$ cat src/rtl/fetch_pkg.sv
`default_nettype none
// ============================================================================
//  Module      : fetch_pkg
//  Description : Shared types and constants for the fetch-stage instruction
//                buffer refill logic.
//  Revision    : 1.0 - initial release
// ============================================================================
package fetch_pkg;

  // Buffer geometry: four 16-byte lines covering the 6-bit BIP window
  localparam int LINE_BYTES  = 16;
  localparam int NUM_LINES   = 4;

  // Byte-address bits that select the buffer line
  localparam int LINE_IDX_HI = 5;
  localparam int LINE_IDX_LO = 4;

  // Refill controller states
  typedef enum logic [1:0] {
    ST_IDLE  = 2'd0,
    ST_FILL  = 2'd1,
    ST_WAIT  = 2'd2,
    ST_DRAIN = 2'd3
  } fill_state_e;

  // Decode a line index into a one-hot line mask
  function automatic logic [NUM_LINES-1:0] line_onehot(input logic [1:0] idx);
    line_onehot      = '0;
    line_onehot[idx] = 1'b1;
  endfunction

endpackage
`default_nettype wire

$ cat src/rtl/ibuf_valid_tracker.sv
`default_nettype none
// ============================================================================
//  Module      : ibuf_valid_tracker
//  Description : Per-line valid bits of the instruction buffer with flush,
//                clear (line freed by fetch 2) and set (line written) ports.
//  Revision    : 1.0 - initial release
// ============================================================================
module ibuf_valid_tracker
  import fetch_pkg::*;
(
  input  logic                 clk,
  input  logic                 reset,
  input  logic                 flush,
  input  logic [NUM_LINES-1:0] set_mask,
  input  logic [NUM_LINES-1:0] clr_mask,
  output logic [NUM_LINES-1:0] valid
);

  logic [NUM_LINES-1:0] r_valid;

  // Flush wins; otherwise clear freed lines and set written ones (never the same line)
  always_ff @(posedge clk or negedge reset) begin
    if (!reset)
      r_valid <= '0;
    else if (flush)
      r_valid <= '0;
    else
      r_valid <= (r_valid & ~clr_mask) | set_mask;
  end

  assign valid = r_valid;

endmodule
`default_nettype wire

$ cat src/rtl/ibuf_fill_ctrl.sv
`default_nettype none
// ============================================================================
//  Module      : ibuf_fill_ctrl
//  Description : Refill controller for the 4 x 16 B instruction buffer. Issues
//                in-order line requests to the I-cache, writes returned lines
//                into their slot, frees lines as fetch 2 advances and flushes
//                on control-flow redirects.
//  Revision    : 1.0 - initial release
// ============================================================================
module ibuf_fill_ctrl
  import fetch_pkg::*;
#(
  parameter int ADDR_W = 32
) (
  input  logic                 clk,
  input  logic                 reset,
  input  logic                 cf_valid,
  input  logic [ADDR_W-1:0]    cf_target,
  input  logic                 adv,
  input  logic [5:0]           old_bip,
  input  logic [5:0]           new_bip,
  output logic                 ic_req_valid,
  output logic [ADDR_W-1:0]    ic_req_addr,
  input  logic                 ic_req_ready,
  input  logic                 ic_rsp_valid,
  input  logic [127:0]         ic_rsp_data,
  output logic [NUM_LINES-1:0] line_wr_en,
  output logic [127:0]         line_wr_data,
  output logic [NUM_LINES-1:0] line_valid
);

  fill_state_e          r_state;
  fill_state_e          w_state_nxt;
  logic [1:0]           r_fill_ptr;
  logic [ADDR_W-1:0]    r_fill_addr;
  logic [1:0]           r_pend_slot;
  logic [NUM_LINES-1:0] w_valid;
  logic                 w_req_valid;
  logic                 w_req_hs;
  logic                 w_wr;
  logic [NUM_LINES-1:0] w_clr_mask;
  logic [1:0]           w_old_line;
  logic [1:0]           w_new_line;
  logic                 w_unused;

  // Byte-offset bits inside a line are never needed here
  assign w_unused = ^{cf_target[3:0], old_bip[3:0], new_bip[3:0]};

  assign w_old_line = old_bip[LINE_IDX_HI:LINE_IDX_LO];
  assign w_new_line = new_bip[LINE_IDX_HI:LINE_IDX_LO];

  // Request only into a free slot; holds while the cache stalls since nothing
  // but a redirect can change the slot under the pointer
  assign w_req_valid  = (r_state == ST_FILL) && !w_valid[r_fill_ptr];
  assign w_req_hs     = w_req_valid && ic_req_ready;
  assign w_wr         = (r_state == ST_WAIT) && ic_rsp_valid && !cf_valid;

  assign ic_req_valid = w_req_valid;
  assign ic_req_addr  = r_fill_addr;
  assign line_wr_en   = w_wr ? line_onehot(r_pend_slot) : '0;
  assign line_wr_data = ic_rsp_data;
  assign line_valid   = w_valid;

  // Free the line fetch 2 just left; a redirect flushes everything instead
  assign w_clr_mask = (adv && !cf_valid && (w_old_line != w_new_line))
                    ? line_onehot(w_old_line) : '0;

  ibuf_valid_tracker u_valid (
    .clk      (clk),
    .reset    (reset),
    .flush    (cf_valid),
    .set_mask (line_wr_en),
    .clr_mask (w_clr_mask),
    .valid    (w_valid)
  );

  // FSM state register
  always_ff @(posedge clk or negedge reset) begin
    if (!reset)
      r_state <= ST_IDLE;
    else
      r_state <= w_state_nxt;
  end

  // Next-state: a redirect must drain any request still owed a response
  always_comb begin
    w_state_nxt = r_state;
    if (cf_valid) begin
      if (((r_state == ST_WAIT || r_state == ST_DRAIN) && !ic_rsp_valid) ||
          ((r_state == ST_FILL) && w_req_hs))
        w_state_nxt = ST_DRAIN;
      else
        w_state_nxt = ST_FILL;
    end else begin
      case (r_state)
        ST_IDLE:  w_state_nxt = ST_IDLE;
        ST_FILL:  if (w_req_hs)     w_state_nxt = ST_WAIT;
        ST_WAIT:  if (ic_rsp_valid) w_state_nxt = ST_FILL;
        ST_DRAIN: if (ic_rsp_valid) w_state_nxt = ST_FILL;
        default:  w_state_nxt = ST_IDLE;
      endcase
    end
  end

  // Fill pointer/address: reload on redirect, step one line per accepted request
  always_ff @(posedge clk or negedge reset) begin
    if (!reset) begin
      r_fill_ptr  <= '0;
      r_fill_addr <= '0;
      r_pend_slot <= '0;
    end else if (cf_valid) begin
      r_fill_ptr  <= cf_target[LINE_IDX_HI:LINE_IDX_LO];
      r_fill_addr <= {cf_target[ADDR_W-1:LINE_IDX_LO], 4'h0};
    end else if (w_req_hs) begin
      r_pend_slot <= r_fill_ptr;
      r_fill_ptr  <= r_fill_ptr + 2'd1;
      r_fill_addr <= r_fill_addr + ADDR_W'(LINE_BYTES);
    end
  end

endmodule
`default_nettype wire

$ cat config.mk
export PLATFORM = sky130hd
export DESIGN_NAME = ibuf_fill_ctrl
export DESIGN_NICKNAME = d
export VERILOG_FILES = /design/src/rtl/fetch_pkg.sv /design/src/rtl/ibuf_valid_tracker.sv /design/src/rtl/ibuf_fill_ctrl.sv
export SDC_FILE = /design/constraint.sdc
export NUM_CORES = 1
export LEC_CHECK = 0
export CORE_AREA = 2 2 136 138
export CTS_BUF_LIST = sky130_fd_sc_hd__clkbuf_4
export CTS_CLUSTER_SIZE = 24
export DETAILED_ROUTE_END_ITERATION = 7
export DIE_AREA = 0 0 138 140
export GPL_TIMING_DRIVEN = 0
export MAX_ROUTING_LAYER = met4
export PLACE_DENSITY_LB_ADDON = 0.3
export SETUP_SLACK_MARGIN = 0.3
export SLEW_MARGIN = 30
export SYNTH_ARGS = -nofsm -noshare
export SYNTH_HDL_FRONTEND = slang
export SYNTH_HIERARCHICAL = 1
export SYNTH_SLANG_ARGS = --single-unit
export TNS_END_PERCENT = 100
$ cat constraint.sdc
create_clock -name clk -period 2.3 [get_ports clk]
set_clock_uncertainty 0.05 [all_clocks]
set_input_delay 0.345 -clock clk [delete_from_list [all_inputs] [get_ports clk]]
set_output_delay 0.345 -clock clk [all_outputs]
set_load 0.02 [all_outputs]
# After elaboration in Yosys (flattened, before gate mapping)
# Index checks and enable logic that the tools add are counted.
# W data, S select, Z words.
word_totals:
  regBits: 42
  romBits: 0
  mem_bits_rw: 0
  n_memories: 0
  latchBits: 0
  output_inout_bits: 169
  input_bits: 178
classes:
  n_div: 0
  n_mul: 0
  shifts: 0
  reduce_logical: 20
  mux: 18
  bitwise_logic: 4
  n_eq_ne: 6
  order_cmp: 5
  add_sub_neg: 2
op_table:
  columns: ["op", "n"]
  rows:
  - ["$mux W32", 2]
  - ["$add A32 B5 Y32 const B", 1]
  - ["$mux W2", 6]
  - ["$mux W4", 3]
  - ["$logic_and A1 B1 Y1", 10]
  - ["$lt A2 B3 Y1 const B", 3]
  - ["$pmux W2 S3", 1]
  - ["$and A4 B4 Y4", 1]
  - ["$demux W1 S2", 2]
  - ["$eq A2 B2 Y1 const B", 2]
  - ["$ge A2 B1 Y1 const B", 2]
  - ["$not A4 Y4", 1]
  - ["$or A4 B4 Y4", 1]
  - ["$reduce_and A2 Y1", 2]
  - ["$logic_not A1 Y1", 3]
  - ["$mux W1", 3]
  - ["$ne A3 B1 Y1 const B", 1]
  - ["$ne A3 B3 Y1 const B", 1]
  - ["$add A2 B1 Y2 const B", 1]
  - ["$bmux W1 S2", 1]
  - ["$eq A2 B1 Y1 const B", 1]
  - ["$logic_not A2 Y1", 1]
  - ["$logic_or A1 B1 Y1", 2]
  - ["$ne A2 B2 Y1", 1]
  - ["3 further kinds", 3]

# Logic depth before layout (Yosys ltp)
logic_depth:
  word_depth: 9
  depth_mapped: 6
  ltp_nobuf: 6

# Cells and area by module
# The synthesis kept the hierarchy.
modules_own_cells:
  columns: ["mod", "seq_area_each_um2", "instances", "cells_each", "area_each_um2"]
  rows:
  - ["ibuf_fill_ctrl", 850.8, 1, 381, 3166.8]
  - ["ibuf_valid_tracker", 100.1, 1, 16, 160.2]

# Worst setup path after synthesis
# OpenSTA, ideal clock, no wires.
synth_timing:
  kind: "register to register"
  start: "reg u_valid.r_valid[3] (netlist: u_valid/valid[3])"
  end: "reg r_fill_addr[15] (netlist: ic_req_addr[15])"
  path_stages_with_launch: 6
  path_slack_ps: -124
  t_arrival_ps: 2293
  path_buffers: 1
  setup_time_ps: 82
  path_cell_list: "dfrtp_1 -> mux4_2 -> or4_1 -> buf_2 -> or4_1 -> a31oi_1"
synth_between:
  elab_chain_len: 6
synth_rtl:
  columns: ["element", "line", "text"]
  rows:
  - ["from (decl)", "ibuf_valid_tracker.sv:19", "logic [NUM_LINES-1:0] r_valid;"]
  - ["from (signal assigned)", "ibuf_valid_tracker.sv:28", "r_valid <= (r_valid & ~clr_mask) | set_mask;"]
  - ["$bmux W1 S2", "ibuf_fill_ctrl.sv:54", "assign w_req_valid = (r_state == ST_FILL) && !w_valid[r_fill_ptr];"]
  - ["$mux W1 (implied by the code)", "ibuf_fill_ctrl.sv:54", null]
  - ["$logic_not A1 Y1", "ibuf_fill_ctrl.sv:54", null]
  - ["$logic_and A1 B1 Y1", "ibuf_fill_ctrl.sv:54", null]
  - ["$logic_and A1 B1 Y1", "ibuf_fill_ctrl.sv:55", "assign w_req_hs = w_req_valid && ic_req_ready;"]
  - ["$reduce_bool A2 Y1 (no line)", null, null]
  - ["to (signal assigned)", "ibuf_fill_ctrl.sv:113", "r_fill_addr <= {cf_target[ADDR_W-1:LINE_IDX_LO], 4'h0};"]
  - ["to (signal assigned)", "ibuf_fill_ctrl.sv:117", "r_fill_addr <= r_fill_addr + ADDR_W'(LINE_BYTES);"]
  - ["to (decl)", "ibuf_fill_ctrl.sv:35", "logic [ADDR_W-1:0] r_fill_addr;"]
# Every way passes these cells. The select of a mux whose other input is x is not followed.
# A chain may end at the register's enable or synchronous reset.

# Worst setup path after layout
layout_timing:
  start: "reg r_fill_ptr[0]"
  end: "reg r_fill_addr[20] (netlist: ic_req_addr[20])"
layout_between:
  elab_chain_len: 6
layout_rtl:
  columns: ["element", "line", "text"]
  rows:
  - ["from (decl)", "ibuf_fill_ctrl.sv:34", "logic [1:0] r_fill_ptr;"]
  - ["from (signal assigned)", "ibuf_fill_ctrl.sv:112", "r_fill_ptr <= cf_target[LINE_IDX_HI:LINE_IDX_LO];"]
  - ["from (signal assigned)", "ibuf_fill_ctrl.sv:116", "r_fill_ptr <= r_fill_ptr + 2'd1;"]
  - ["$bmux W1 S2", "ibuf_fill_ctrl.sv:54", null]
  - ["$mux W1 (implied by the code)", "ibuf_fill_ctrl.sv:54", null]
  - ["$logic_not A1 Y1", "ibuf_fill_ctrl.sv:54", null]
  - ["$logic_and A1 B1 Y1", "ibuf_fill_ctrl.sv:54", null]
  - ["$logic_and A1 B1 Y1", "ibuf_fill_ctrl.sv:55", null]
  - ["$reduce_bool A2 Y1 (no line)", null, null]
# Every way passes these cells. The select of a mux whose other input is x is not followed.

==> summary.txt <==
Run status
  – Outcome: complete, but fails checks
  – Failing checks: negative setup slack

Logic synthesis
  – Area leader, netlist: buf_4
  – Seq cells post-synth: 38
  – Post-synth EDFFs: 0
  – Ys flop type: dfrtp_1
  – Cells after Synth: approximately 400
  – YS warnings: 6
  – Yosys top cell area share: 29.8%
  – Avg Cell Area, Syn: approximately 8.4 um2
  – Synthesized cell area: approximately 3300 um2
  – Synth async-reset ratio: 100%
  – Synth top area cells: buf_4 (30%), dfrtp_1 (29%), or4_1 (4.7%)
  – Yosys cell types: between 40 and 50
  – Seq/Total Area, Yosys: between 20% and 30%

Power
  – Sw Share: between 30% and 40%
  – Psw: ~940 uW
  – Clock power share: about 15%
  – P_leak: roughly 2.6 nW
  – PwrDens: 400 nW/um2
  – Worst vdd ir: around 0.00022 V
  – Sequential share of power: approximately a third
  – P_int: 1.59 mW
  – Combinational share of power: between 50% and 60%

Worst setup path
  – Crit path depth: 6
  – Worst EP required: 2.53 ns
  – Critical path launch point type: flip-flop
  – Slowest cell on crit path: mux4_2
  – Worst R2R Path Depth: 6
  – Critical Path Max Stage Delay: 0.58 ns
  – Worst path bufs/invs: 2
  – Crit path top cell by count: or4_4
  – Crit-path cells: mux4_2 > buf_6 > or4_4 > buf_8 > or4_4 > a31oi_1
  – Crit Path Max Fanout: 7
  – FF-to-FF setup slack: -0.1 ns
  – Type of the worst setup path: flip-flop to flip-flop
  – Family with the most delay on the worst path: simple AND/OR/NAND/NOR gates
  – Critical path data arrival time: 2.63 ns
  – CP endpoint kind: flip-flop

Finish
  – Ant. Diodes: 0
  – Core Util, Final: a little over a third
  – Number of nets in the layout: ~820
  – Layout Area Growth over Synthesis: 90.1%
  – Commonest non-fill, non-tap cells in the layout: clkdlybuf4s50_1 (194), buf_4 (158), dfrtp_1 (23)
  – Share of layout cells above drive strength 1: 36.9%
  – Commonest non-fill, non-tap cell in the layout: clkdlybuf4s50_1

STA
  – Fmax: around 0.42 GHz
  – Worst setup margin: -0.0988 ns
  – Slew of the pin with the lowest slew margin: around 0.65 ns
  – Final slew viol count: 0
  – Final Hold Fails: 0
  – Period Utilization, post-route: 104%
  – Final worst path period need: 2.40 ns
  – RSZ-0062 raised after global routing: true
  – Setup_tns: -0.332 ns
  – Final number of setup-violating endpoints: 7
  – Worst rel slew slack: roughly 56%
  – Hold Slack: 0.304 ns

CTS
  – Longest Clk Path Bufs: 2
  – Worst skew pair latency: approximately 0.35 ns
  – CTS clk-pin slew, worst paths: roughly 0.12 ns
  – CTS root buffer: clkbuf_4
  – Clock Sink Count: 38
  – Cts bufs inserted: 5
  – H-Tree Level Count: 2
  – CTS tree: yes

Place
  – Place WS: -0.884 ns
  – PortBufs: 202
  – HPWL after detailed placement: between 9000 and 10,000 um
  – Gpl congestion: between 0.7 and 0.8

Routing
  – Met3 wire len: 804 um
  – Post-Route M1 WL: 5170 um
  – WL met2: about 6800 um
  – Detailed Routing Iterations Pass 1: 4
  – Residual DRC count: 0
  – DR WL/cell: about 15 um
  – Vias: 3,706
  – Routed WL: 12,800 um
  – DR iter-0 viols: 96
  – Top sig layer: met4
  – Vias/cell: roughly 4.3
  – Final ANT Viol Nets: 0

Min path
  – Worst Hold Class: input pin to flip-flop
  – Hold path depth: 2

Floorplan
  – Top Ports: roughly 350
  – Die Width: roughly 140 um
  – Die Area: just under 20,000 um2
  – Row cnt: slightly below 50
  – Starting Density: a little under a fifth
  – Die Span Y: ~140 um
  – Core Region: around 18,000 um2

Global route
  – Antenna violations before repair: 0
  – Number of global-route vias before repair: between 3,000 and 4,000
  – GRT Overall Usage: between 10% and 20%
  – Largest net degree at the start of global routing: 22
  – GRT overflow: 0
  – First-pass GRT wire length: roughly 19,000 um

Run
  – Max_cap viols: 0
==> per-layer routing <==
metal	up-vias	track usage, %
met4	0	1.61
met5	-	-
met1	1757	14.7
li1	1754	-
met3	11	1.95
met2	184	22.2
==> cells in the mapped netlist, types with 2 or more instances <==
| master | instances |
|---|---|
| nor3b_1 | 3 |
| nand2b_1 | 6 |
| nand4_1 | 7 |
| or4_1 | 21 |
| nor4_1 | 4 |
| nor4b_1 | 5 |
| or3_1 | 7 |
| buf_4 | 132 |
| a21oi_1 | 8 |
| xor2_1 | 3 |
| o31ai_1 | 8 |
| nor3_1 | 4 |
| a31oi_1 | 13 |
| nand3b_1 | 3 |
| nand3_1 | 13 |
| nor2_1 | 19 |
| o21ai_0 | 17 |
| nor2b_1 | 6 |
| xnor2_1 | 6 |
| a221oi_1 | 3 |
| nand2_1 | 15 |
| inv_1 | 12 |
| mux2_2 | 5 |
| dfrtp_1 | 38 |
| a211oi_1 | 3 |
| clkbuf_1 | 13 |
| a21boi_0 | 2 |
==> state kept, by name, indices dropped and copies added, names as in the netlist <==
| name | flops |
|---|---|
| ic_req_addr | 28 |
| r_fill_ptr | 2 |
| r_pend_slot | 2 |
| r_state | 2 |
| u_valid/valid | 4 |
==> what timing repair did <==
item	4_1_cts	5_1_grt
gates cloned	0	0
setup endpoints to repair	42	32
gates resized for setup	77	30
hold buffers	1	0
hold endpoints to repair	17	0
buffers inserted	21	10
pin swaps	13	16
==> power groups by stage <==
stage / logic, mW / registers, mW / clock network (mW)
global placement: 1.11 / 0.874 / 0
finish: 1.28 / 0.875 / 0.375
global route: 1.36 / 0.889 / 0.411
floorplan: 0.561 / 0.914 / 0
detailed placement: 1.13 / 0.881 / 0
CTS: 1.22 / 0.864 / 0.380
==> stage by stage <==
stage,power (mW),cells,area (um2)
after global routing,2.66,872,6320
after detailed placement,2.01,832,5710
final,2.53,872,6320
after CTS,2.47,862,6130
after floorplan,1.47,400,3380
after global placement,1.99,831,5690
==> worst paths after layout <==
check	start	endpoint
setup / recovery	r_fill_ptr[0]	ic_req_addr[20]
hold / removal	ic_rsp_valid	r_state[1]
setup reg to reg	r_fill_ptr[0]	ic_req_addr[20]
hold reg to reg	ic_req_addr[26]	ic_req_addr[26]
max in group asynchronous	reset	u_valid/valid[2]
min in group asynchronous	reset	ic_req_addr[31]
==> kinds of logic after synthesis <==
logic type,Yosys count,synth area share [%]
DFF,38,28.6
AOI/OAI and AO/OA,61,11.7
and+or+nand+nor,120,21.2
other,1,0.113
xor gates and xnor gates,9,2.37
muxes,7,2.67
adders and majority gates,1,0.376
buffers and inverters,160,33.0
==> area by class of cell <==
| class | instances | area (um2) |
|---|---|---|
| fill | 1852 | 11500 |
| buffer | 147 | 1140 |
| clock inverter | 2 | 8.76 |
| inverter | 13 | 48.8 |
| tap | 229 | 287 |
| clock buffer | 6 | 45.0 |
| sequential | 38 | 970 |
| multi-input combinational | 202 | 1520 |
| timing repair buffer | 235 | 2310 |
(Power assumes the default switching activity.)
